===== config.mk =====
export PLATFORM = sky130hd
export DESIGN_NAME = airi5c_mem_arbiter
export DESIGN_NICKNAME = d
export VERILOG_FILES = /design/src/rtl/airi5c_mem_arbiter.sv
export SDC_FILE = /design/constraint.sdc
export NUM_CORES = 1
export LEC_CHECK = 0
export CORE_AREA = 2 2 151 153
export CTS_CLUSTER_SIZE = 24
export DETAILED_ROUTE_END_ITERATION = 12
export DIE_AREA = 0 0 153 155
export HOLD_SLACK_MARGIN = 0.05
export MAX_ROUTING_LAYER = met4
export PLACE_DENSITY = 0.71
export SLEW_MARGIN = 10
export SYNTH_ARGS = -nofsm -noshare
export SYNTH_HDL_FRONTEND = slang
export SYNTH_SLANG_ARGS = --single-unit

===== constraint.sdc =====
create_clock -name clk -period 1.71 [get_ports clk]
set_input_delay 0.342 -clock clk [delete_from_list [all_inputs] [get_ports clk]]
set_output_delay 0.342 -clock clk [all_outputs]
set_load 0.01 [all_outputs]

===== src/rtl/airi5c_mem_arbiter.sv =====
// -----------------------------------------------------------------------------
// airi5c_mem_arbiter
//
// Shares one single-port 32-bit SRAM macro between three requesters: the core
// instruction AHB-lite port (imem), the core data AHB-lite port (dmem) and the
// management Wishbone slave (wb).
//
// Each AHB port has an address-phase capture register. A captured transfer
// becomes eligible for the SRAM one cycle after capture, so a write completes
// after one wait state and a read after two. Wishbone accesses get a single
// ack one cycle after their SRAM grant. The wb port always wins. Between the
// AHB ports dmem beats imem, unless AIRI5C_MEM_ARB_RR_EN is defined, in which
// case imem and dmem alternate via a 1-bit pointer.
//
// Optional feature macro: AIRI5C_MEM_ARB_RR_EN (round-robin imem/dmem).
//
// Ports:
//   clk, nreset             clock, asynchronous active-low reset
//   imem_* / dmem_*         AHB-lite slave ports (haddr, hwrite, hsize, htrans,
//                           hwdata in; hrdata, hready, hresp out)
//   wbs_*                   Wishbone slave (cyc, stb, we, sel, adr, dat in;
//                           ack, dat out)
//   sram_*                  SRAM macro port (en, we, wmask, addr, wdata out;
//                           rdata in, valid the cycle after a read strobe)
// -----------------------------------------------------------------------------
module airi5c_mem_arbiter #(
    parameter int ADDR_WIDTH = 11
) (
    input  logic                  clk,
    input  logic                  nreset,

    input  logic [31:0]           imem_haddr,
    input  logic                  imem_hwrite,
    input  logic [2:0]            imem_hsize,
    input  logic [1:0]            imem_htrans,
    input  logic [31:0]           imem_hwdata,
    output logic [31:0]           imem_hrdata,
    output logic                  imem_hready,
    output logic                  imem_hresp,

    input  logic [31:0]           dmem_haddr,
    input  logic                  dmem_hwrite,
    input  logic [2:0]            dmem_hsize,
    input  logic [1:0]            dmem_htrans,
    input  logic [31:0]           dmem_hwdata,
    output logic [31:0]           dmem_hrdata,
    output logic                  dmem_hready,
    output logic                  dmem_hresp,

    input  logic                  wbs_cyc_i,
    input  logic                  wbs_stb_i,
    input  logic                  wbs_we_i,
    input  logic [3:0]            wbs_sel_i,
    input  logic [31:0]           wbs_adr_i,
    input  logic [31:0]           wbs_dat_i,
    output logic                  wbs_ack_o,
    output logic [31:0]           wbs_dat_o,

    output logic                  sram_en,
    output logic                  sram_we,
    output logic [3:0]            sram_wmask,
    output logic [ADDR_WIDTH-1:0] sram_addr,
    output logic [31:0]           sram_wdata,
    input  logic [31:0]           sram_rdata
);

    localparam int AW = ADDR_WIDTH;

    // Byte-lane write mask for an AHB transfer; sizes above word act as word.
    function automatic logic [3:0] ahb_byte_mask(input logic [2:0] size,
                                                 input logic [1:0] lsb);
        logic [3:0] mask;
        case (size)
            3'd0:    mask = 4'b0001 << lsb;
            3'd1:    mask = lsb[1] ? 4'b1100 : 4'b0011;
            default: mask = 4'b1111;
        endcase
        return mask;
    endfunction

    // imem capture state
    logic          i_pend_r;
    logic          i_elig_r;
    logic          i_rbusy_r;
    logic [AW+1:0] i_addr_r;
    logic          i_write_r;
    logic [2:0]    i_size_r;
    logic          i_ready_s;
    logic          i_capture_s;
    logic          i_req_s;
    logic          i_gnt_s;

    // dmem capture state
    logic          d_pend_r;
    logic          d_elig_r;
    logic          d_rbusy_r;
    logic [AW+1:0] d_addr_r;
    logic          d_write_r;
    logic [2:0]    d_size_r;
    logic          d_ready_s;
    logic          d_capture_s;
    logic          d_req_s;
    logic          d_gnt_s;

    // wishbone and arbitration state
    logic          run_r;
    logic          ack_r;
    logic          wb_gnt_s;
    logic          dmem_first_s;

    // SRAM port drive and hold registers
    logic          sram_en_s;
    logic          sram_we_s;
    logic [3:0]    sram_wmask_s;
    logic [AW-1:0] sram_addr_s;
    logic [31:0]   sram_wdata_s;
    logic          last_we_r;
    logic [3:0]    last_wmask_r;
    logic [AW-1:0] last_addr_r;
    logic [31:0]   last_wdata_r;

    // Address bits above the SRAM size are deliberately ignored (wrap).
    logic unused_s;
    assign unused_s = ^{imem_haddr[31:AW+2], dmem_haddr[31:AW+2],
                        imem_htrans[0], dmem_htrans[0],
                        wbs_adr_i[31:AW+2], wbs_adr_i[1:0]};

    // A write completes in its grant cycle, a read in the cycle after grant.
    assign i_ready_s   = ~i_pend_r | (i_gnt_s & i_write_r) | i_rbusy_r;
    assign d_ready_s   = ~d_pend_r | (d_gnt_s & d_write_r) | d_rbusy_r;
    assign i_capture_s = i_ready_s & imem_htrans[1];
    assign d_capture_s = d_ready_s & dmem_htrans[1];
    assign i_req_s     = i_pend_r & i_elig_r;
    assign d_req_s     = d_pend_r & d_elig_r;

    // run_r keeps wb off the SRAM until the first edge after reset release.
    assign wb_gnt_s    = run_r & wbs_cyc_i & wbs_stb_i & ~ack_r;

`ifdef AIRI5C_MEM_ARB_RR_EN
    logic prio_dmem_r;

    assign dmem_first_s = prio_dmem_r;

    // Round-robin pointer: favour the AHB port that was not granted last.
    always_ff @(posedge clk or negedge nreset) begin
        if (!nreset) begin
            prio_dmem_r <= 1'b1;
        end else if (d_gnt_s) begin
            prio_dmem_r <= 1'b0;
        end else if (i_gnt_s) begin
            prio_dmem_r <= 1'b1;
        end else begin
            prio_dmem_r <= prio_dmem_r;
        end
    end
`else
    assign dmem_first_s = 1'b1;
`endif

    // Grant selection: wb absolute priority, then dmem/imem order.
    always_comb begin
        d_gnt_s = 1'b0;
        i_gnt_s = 1'b0;
        if (wb_gnt_s) begin
            d_gnt_s = 1'b0;
            i_gnt_s = 1'b0;
        end else if (d_req_s && (dmem_first_s || !i_req_s)) begin
            d_gnt_s = 1'b1;
        end else if (i_req_s) begin
            i_gnt_s = 1'b1;
        end else begin
            d_gnt_s = 1'b0;
            i_gnt_s = 1'b0;
        end
    end

    // imem address-phase capture and pending/eligible tracking.
    always_ff @(posedge clk or negedge nreset) begin
        if (!nreset) begin
            i_pend_r  <= 1'b0;
            i_elig_r  <= 1'b0;
            i_rbusy_r <= 1'b0;
            i_addr_r  <= '0;
            i_write_r <= 1'b0;
            i_size_r  <= 3'd0;
        end else begin
            i_rbusy_r <= i_gnt_s & ~i_write_r;
            if (i_capture_s) begin
                i_pend_r  <= 1'b1;
                i_elig_r  <= 1'b0;
                i_addr_r  <= imem_haddr[AW+1:0];
                i_write_r <= imem_hwrite;
                i_size_r  <= imem_hsize;
            end else if ((i_gnt_s & i_write_r) | i_rbusy_r) begin
                i_pend_r <= 1'b0;
                i_elig_r <= 1'b0;
            end else if (i_gnt_s) begin
                i_elig_r <= 1'b0;
            end else begin
                i_elig_r <= i_pend_r;
            end
        end
    end

    // dmem address-phase capture and pending/eligible tracking.
    always_ff @(posedge clk or negedge nreset) begin
        if (!nreset) begin
            d_pend_r  <= 1'b0;
            d_elig_r  <= 1'b0;
            d_rbusy_r <= 1'b0;
            d_addr_r  <= '0;
            d_write_r <= 1'b0;
            d_size_r  <= 3'd0;
        end else begin
            d_rbusy_r <= d_gnt_s & ~d_write_r;
            if (d_capture_s) begin
                d_pend_r  <= 1'b1;
                d_elig_r  <= 1'b0;
                d_addr_r  <= dmem_haddr[AW+1:0];
                d_write_r <= dmem_hwrite;
                d_size_r  <= dmem_hsize;
            end else if ((d_gnt_s & d_write_r) | d_rbusy_r) begin
                d_pend_r <= 1'b0;
                d_elig_r <= 1'b0;
            end else if (d_gnt_s) begin
                d_elig_r <= 1'b0;
            end else begin
                d_elig_r <= d_pend_r;
            end
        end
    end

    // Wishbone single-cycle ack and post-reset run enable.
    always_ff @(posedge clk or negedge nreset) begin
        if (!nreset) begin
            ack_r <= 1'b0;
            run_r <= 1'b0;
        end else begin
            ack_r <= wb_gnt_s;
            run_r <= 1'b1;
        end
    end

    // SRAM port mux; when nobody is granted the previous values are held.
    always_comb begin
        sram_en_s    = 1'b0;
        sram_we_s    = last_we_r;
        sram_wmask_s = last_wmask_r;
        sram_addr_s  = last_addr_r;
        sram_wdata_s = last_wdata_r;
        if (wb_gnt_s) begin
            sram_en_s    = 1'b1;
            sram_we_s    = wbs_we_i;
            sram_wmask_s = wbs_sel_i;
            sram_addr_s  = wbs_adr_i[AW+1:2];
            sram_wdata_s = wbs_dat_i;
        end else if (d_gnt_s) begin
            sram_en_s    = 1'b1;
            sram_we_s    = d_write_r;
            sram_wmask_s = ahb_byte_mask(d_size_r, d_addr_r[1:0]);
            sram_addr_s  = d_addr_r[AW+1:2];
            sram_wdata_s = dmem_hwdata;
        end else if (i_gnt_s) begin
            sram_en_s    = 1'b1;
            sram_we_s    = i_write_r;
            sram_wmask_s = ahb_byte_mask(i_size_r, i_addr_r[1:0]);
            sram_addr_s  = i_addr_r[AW+1:2];
            sram_wdata_s = imem_hwdata;
        end else begin
            sram_en_s = 1'b0;
        end
    end

    // Remember the last driven SRAM controls for the idle hold.
    always_ff @(posedge clk or negedge nreset) begin
        if (!nreset) begin
            last_we_r    <= 1'b0;
            last_wmask_r <= 4'b0000;
            last_addr_r  <= '0;
            last_wdata_r <= 32'd0;
        end else begin
            last_we_r    <= sram_we_s;
            last_wmask_r <= sram_wmask_s;
            last_addr_r  <= sram_addr_s;
            last_wdata_r <= sram_wdata_s;
        end
    end

    assign sram_en     = sram_en_s;
    assign sram_we     = sram_we_s;
    assign sram_wmask  = sram_wmask_s;
    assign sram_addr   = sram_addr_s;
    assign sram_wdata  = sram_wdata_s;

    assign imem_hready = i_ready_s;
    assign dmem_hready = d_ready_s;
    assign imem_hresp  = 1'b0;
    assign dmem_hresp  = 1'b0;
    assign imem_hrdata = sram_rdata;
    assign dmem_hrdata = sram_rdata;

    assign wbs_ack_o   = ack_r;
    assign wbs_dat_o   = sram_rdata;

endmodule


==> results.toml <==
[die]
fp.dieW_um = 153
initial_utilization_pct = 23.4
dieHeight_um = 155
io_pins = 395
num_rows = 55
die_area_um2 = 23700
core_um2 = 22200

[sta]
whs_ns = 0.344
tightest_slew_ns = 0.653
hold_viol = 0
final.setup_skew_ns = 0.00919
fin_tns_setup_ns = -26.38
min_period_over_period_pct = 127
fmax_mhz = 462
rsz0062_at_grt = "true"
fin_ws_ns = -0.457
maxSlewViolCount = 0
setup_viol_count_final = 84
max_slew_margin_pct = 56.3
fin_crit_ns = 2.17

[synthesis]
async_flop_share_pct = 100
synth_seq_cells = 90
synth.cell_area_um2 = 5210
ys_types = 35
seq_area_frac_synth_pct = 43.2
yosys_warnings = 0
synth_ff_type = "dfrtp_1"
synth_edf_count = 0
syn_inst = 531
avgSynthCellArea_um2 = 9.81

[power]
finalPower_uw = 19800
p_sw_share_pct = 37.6
leakage_uw = 0.00420
p_sw_uw = 7430
comb_power_share_pct = 68.7
clockPowerShare_pct = 11.7
internal_power_uw = 12300
ir_worst_vdd_mv = 1.17
pwr-share-seq_pct = 19.6
pwr_density_cell_nw_per_um2 = 2150

[drt]
antenna_violating_nets_post_route = 0
drt_iter0_markers = 205
dr.pass1.iters = 4
vias = 4784
wl_per_cell_um = 20.5
route.detailed.drc = 0
via_per_inst = 4.62
postRouteWirelength_mm = 21.2

[layout]
drive_gt1_share_pct = 45.7
fin_util_pct = 41.5
area_growth_pct = 76.9
fin_nets = 989
n_fill_cell = 2096

[cts]
cts_max_level = 3
clkLatencyLatePin_ns = 0.34
clock-sinks = 90
clk_path_buf_depth = 2
cts_tree = "yes"
cts_buffers = 9
cts-root-buf = "clkbuf_16"
path_clk_slew_ns = 0.06

[grt]
grt_usage_pct = 17.5
overflow = 0
antenna_found_initial = 3
grt_max_degree = 52
grt_first_pass_wirelength_mm = 30.4
grt_pass1_vias = 4986

[critical_path]
cp-start-kind = "register"
reg2reg_depth = 8
crit_required_ns = 1.37
crit_path_end_kind = "output port"
reg2reg_to = "i_addr_r[5]"
crit_top_cell = "buf_12"
crit_slowest_cell = "dfrtp_1"
worstSetupPathType = "reg -> out"
r2r-start = "wbs_ack_o"
worstPathCellList = "and2_4, buf_12, buf_12, nand2_2, a311oi_2, a21o_1, buf_2"
worst_path_largest_cell_delay_ns = 0.37
reg2reg_slack_ns = -0.23
cp.arrival_ns = 1.82
crit_fanout = 8

[flow_run]
drv_cap = 0

[placement]
dp_slack_ns = -0.924
io_buffer_count = 203
hpwlAfterDp_mm = 13.4
gp_congestion = 0.831

[status]
violations = "setup timing"
outcome = "finished with violations"

[worst_hold_path]
hold_path.class = "in -> async"
-- layer usage --
layer	global-route usage (%)	wire (µm)
met1	20.2	8560
met2	28.7	10600
met3	5.91	1580
met4	5.47	462
met5	-	0
-- power by group through the flow --
stage,clock (µW),combinational (µW),sequential [µW]
floorplan,0,5060,3570
global placement,0,8940,3660
detailed placement,0,9030,3700
CTS,2380,12800,3800
global route,2460,14400,3980
finish,2320,13600,3870
-- worst max path at each step --
| stage | start | endpoint | slack (ns) | cells after the start |
|---|---|---|---|---|
| 3_5_place_dp | wbs_cyc_i | sram_wdata[14] | -0.92 | 7 |
| 6_report | i_elig_r | sram_wdata[24] | -0.46 | 7 |
| 3_3_place_gp | wbs_cyc_i | sram_wdata[14] | -0.89 | 7 |
| 5_1_grt | d_pend_r | sram_addr[2] | -0.56 | 6 |
| 4_1_cts | d_elig_r | sram_wdata[9] | -0.48 | 7 |
| 2_1_floorplan | wbs_ack_o | sram_wmask[2] | 0.01 | 5 |
-- registers in the layout, indices dropped and copies added, names as in the netlist, 3 cells and up --
signal / flops
last_wdata_r: 32
d_size_r: 3
last_addr_r: 11
last_wmask_r: 4
d_addr_r: 13
i_size_r: 3
i_addr_r: 13
-- placed cells by master (no fill, tap or decap), types with 2 or more instances in the layout --
cell type	synthesis	layout
clkdlybuf4s50_1	0	149
dfrtp_1	90	88
buf_4	98	65
nand2_1	94	59
a21o_1	44	44
a311oi_2	0	42
nor2_1	55	37
buf_6	0	36
buf_2	19	35
mux2_4	20	33
buf_12	2	22
nand2_4	0	21
nor2_2	0	15
nand2_2	0	12
clkbuf_16	0	12
buf_16	0	9
nand2_8	2	8
buf_8	0	7
o211ai_1	4	4
diode_2	0	3
nor2_4	0	3
conb_1	2	3
bufinv_16	0	3
and2_4	0	2
inv_1	2	2
nor2b_1	2	2
a221oi_2	0	2
o221ai_2	0	2
o21ai_2	0	2
nand2b_1	3	2
a21oi_1	2	2
dfrtp_2	0	2
dlygate4sd2_1	0	2
-- cells in the mapped netlist, types with 2 or more instances --
cell type / count / area (µm²)
nor2b_1: 2 / 12.5
clkbuf_1: 11 / 41.3
a311oi_1: 44 / 385
dfrtp_1: 90 / 2250
o211ai_1: 4 / 30.0
a21oi_1: 2 / 10.0
and2_1: 2 / 12.5
o221ai_1: 2 / 17.5
nand2b_1: 3 / 18.8
nand2_8: 2 / 40.0
nor2_1: 55 / 206
buf_12: 2 / 40.0
buf_2: 19 / 95.1
nand2_1: 94 / 353
inv_1: 2 / 7.51
buf_1: 2 / 7.51
a21o_1: 44 / 330
a221oi_1: 2 / 17.5
conb_1: 2 / 7.51
o21ai_0: 4 / 20.0
mux2_2: 13 / 146
buf_4: 98 / 736
mux2_4: 20 / 300
-- stage by stage --
step                instances  instance area (µm²)
detailed placement        934                 7190
finish                   1036                 9220
floorplan                 532                 5220
global placement          934                 7190
CTS                      1016                 8840
global route             1036                 9220
-- logic make-up (layout without fill, tap and decap cells) --
family | count (synthesis) | in the layout | share of synthesized area [%]
simple gates | 164 | 168 | 13.4
other cells | 2 | 6 | 0.144
compound gates | 107 | 107 | 16.8
flops | 90 | 90 | 43.2
buf+inv | 135 | 347 | 17.9
mux | 33 | 33 | 8.58
-- what timing repair did --
action | 4_1_cts | 5_1_grt
cloned | 18 | 3
gates resized for setup | 372 | 67
setup endpoints to repair | 84 | 85
hold buffers | 1 | 0
hold endpoints to repair | 90 | 0
setup buffers | 49 | 25
pin swaps | 56 | 47
-- final cells by class --
class | instances | area (µm²) | area share [%]
timing repair buffer | 329 | 3460 | 37.5
multi-input combinational | 311 | 2780 | 30.1
antenna | 3 | 7.51 | 0.0815
tap | 285 | 357 | 3.87
clock buffer | 11 | 243 | 2.63
inverter | 3 | 23.8 | 0.258
clock inverter | 4 | 98.8 | 1.07
sequential | 90 | 2250 | 24.5
-- critical path: cells and delay by family, from the launching register on --
kind	cells	cell delay (ns)
buffers and inverters	3	0.42
AOI/OAI and AO/OA	2	0.42
DFF	1	0.37
and+or+nand+nor	2	0.27
(Power assumes the default switching activity.)
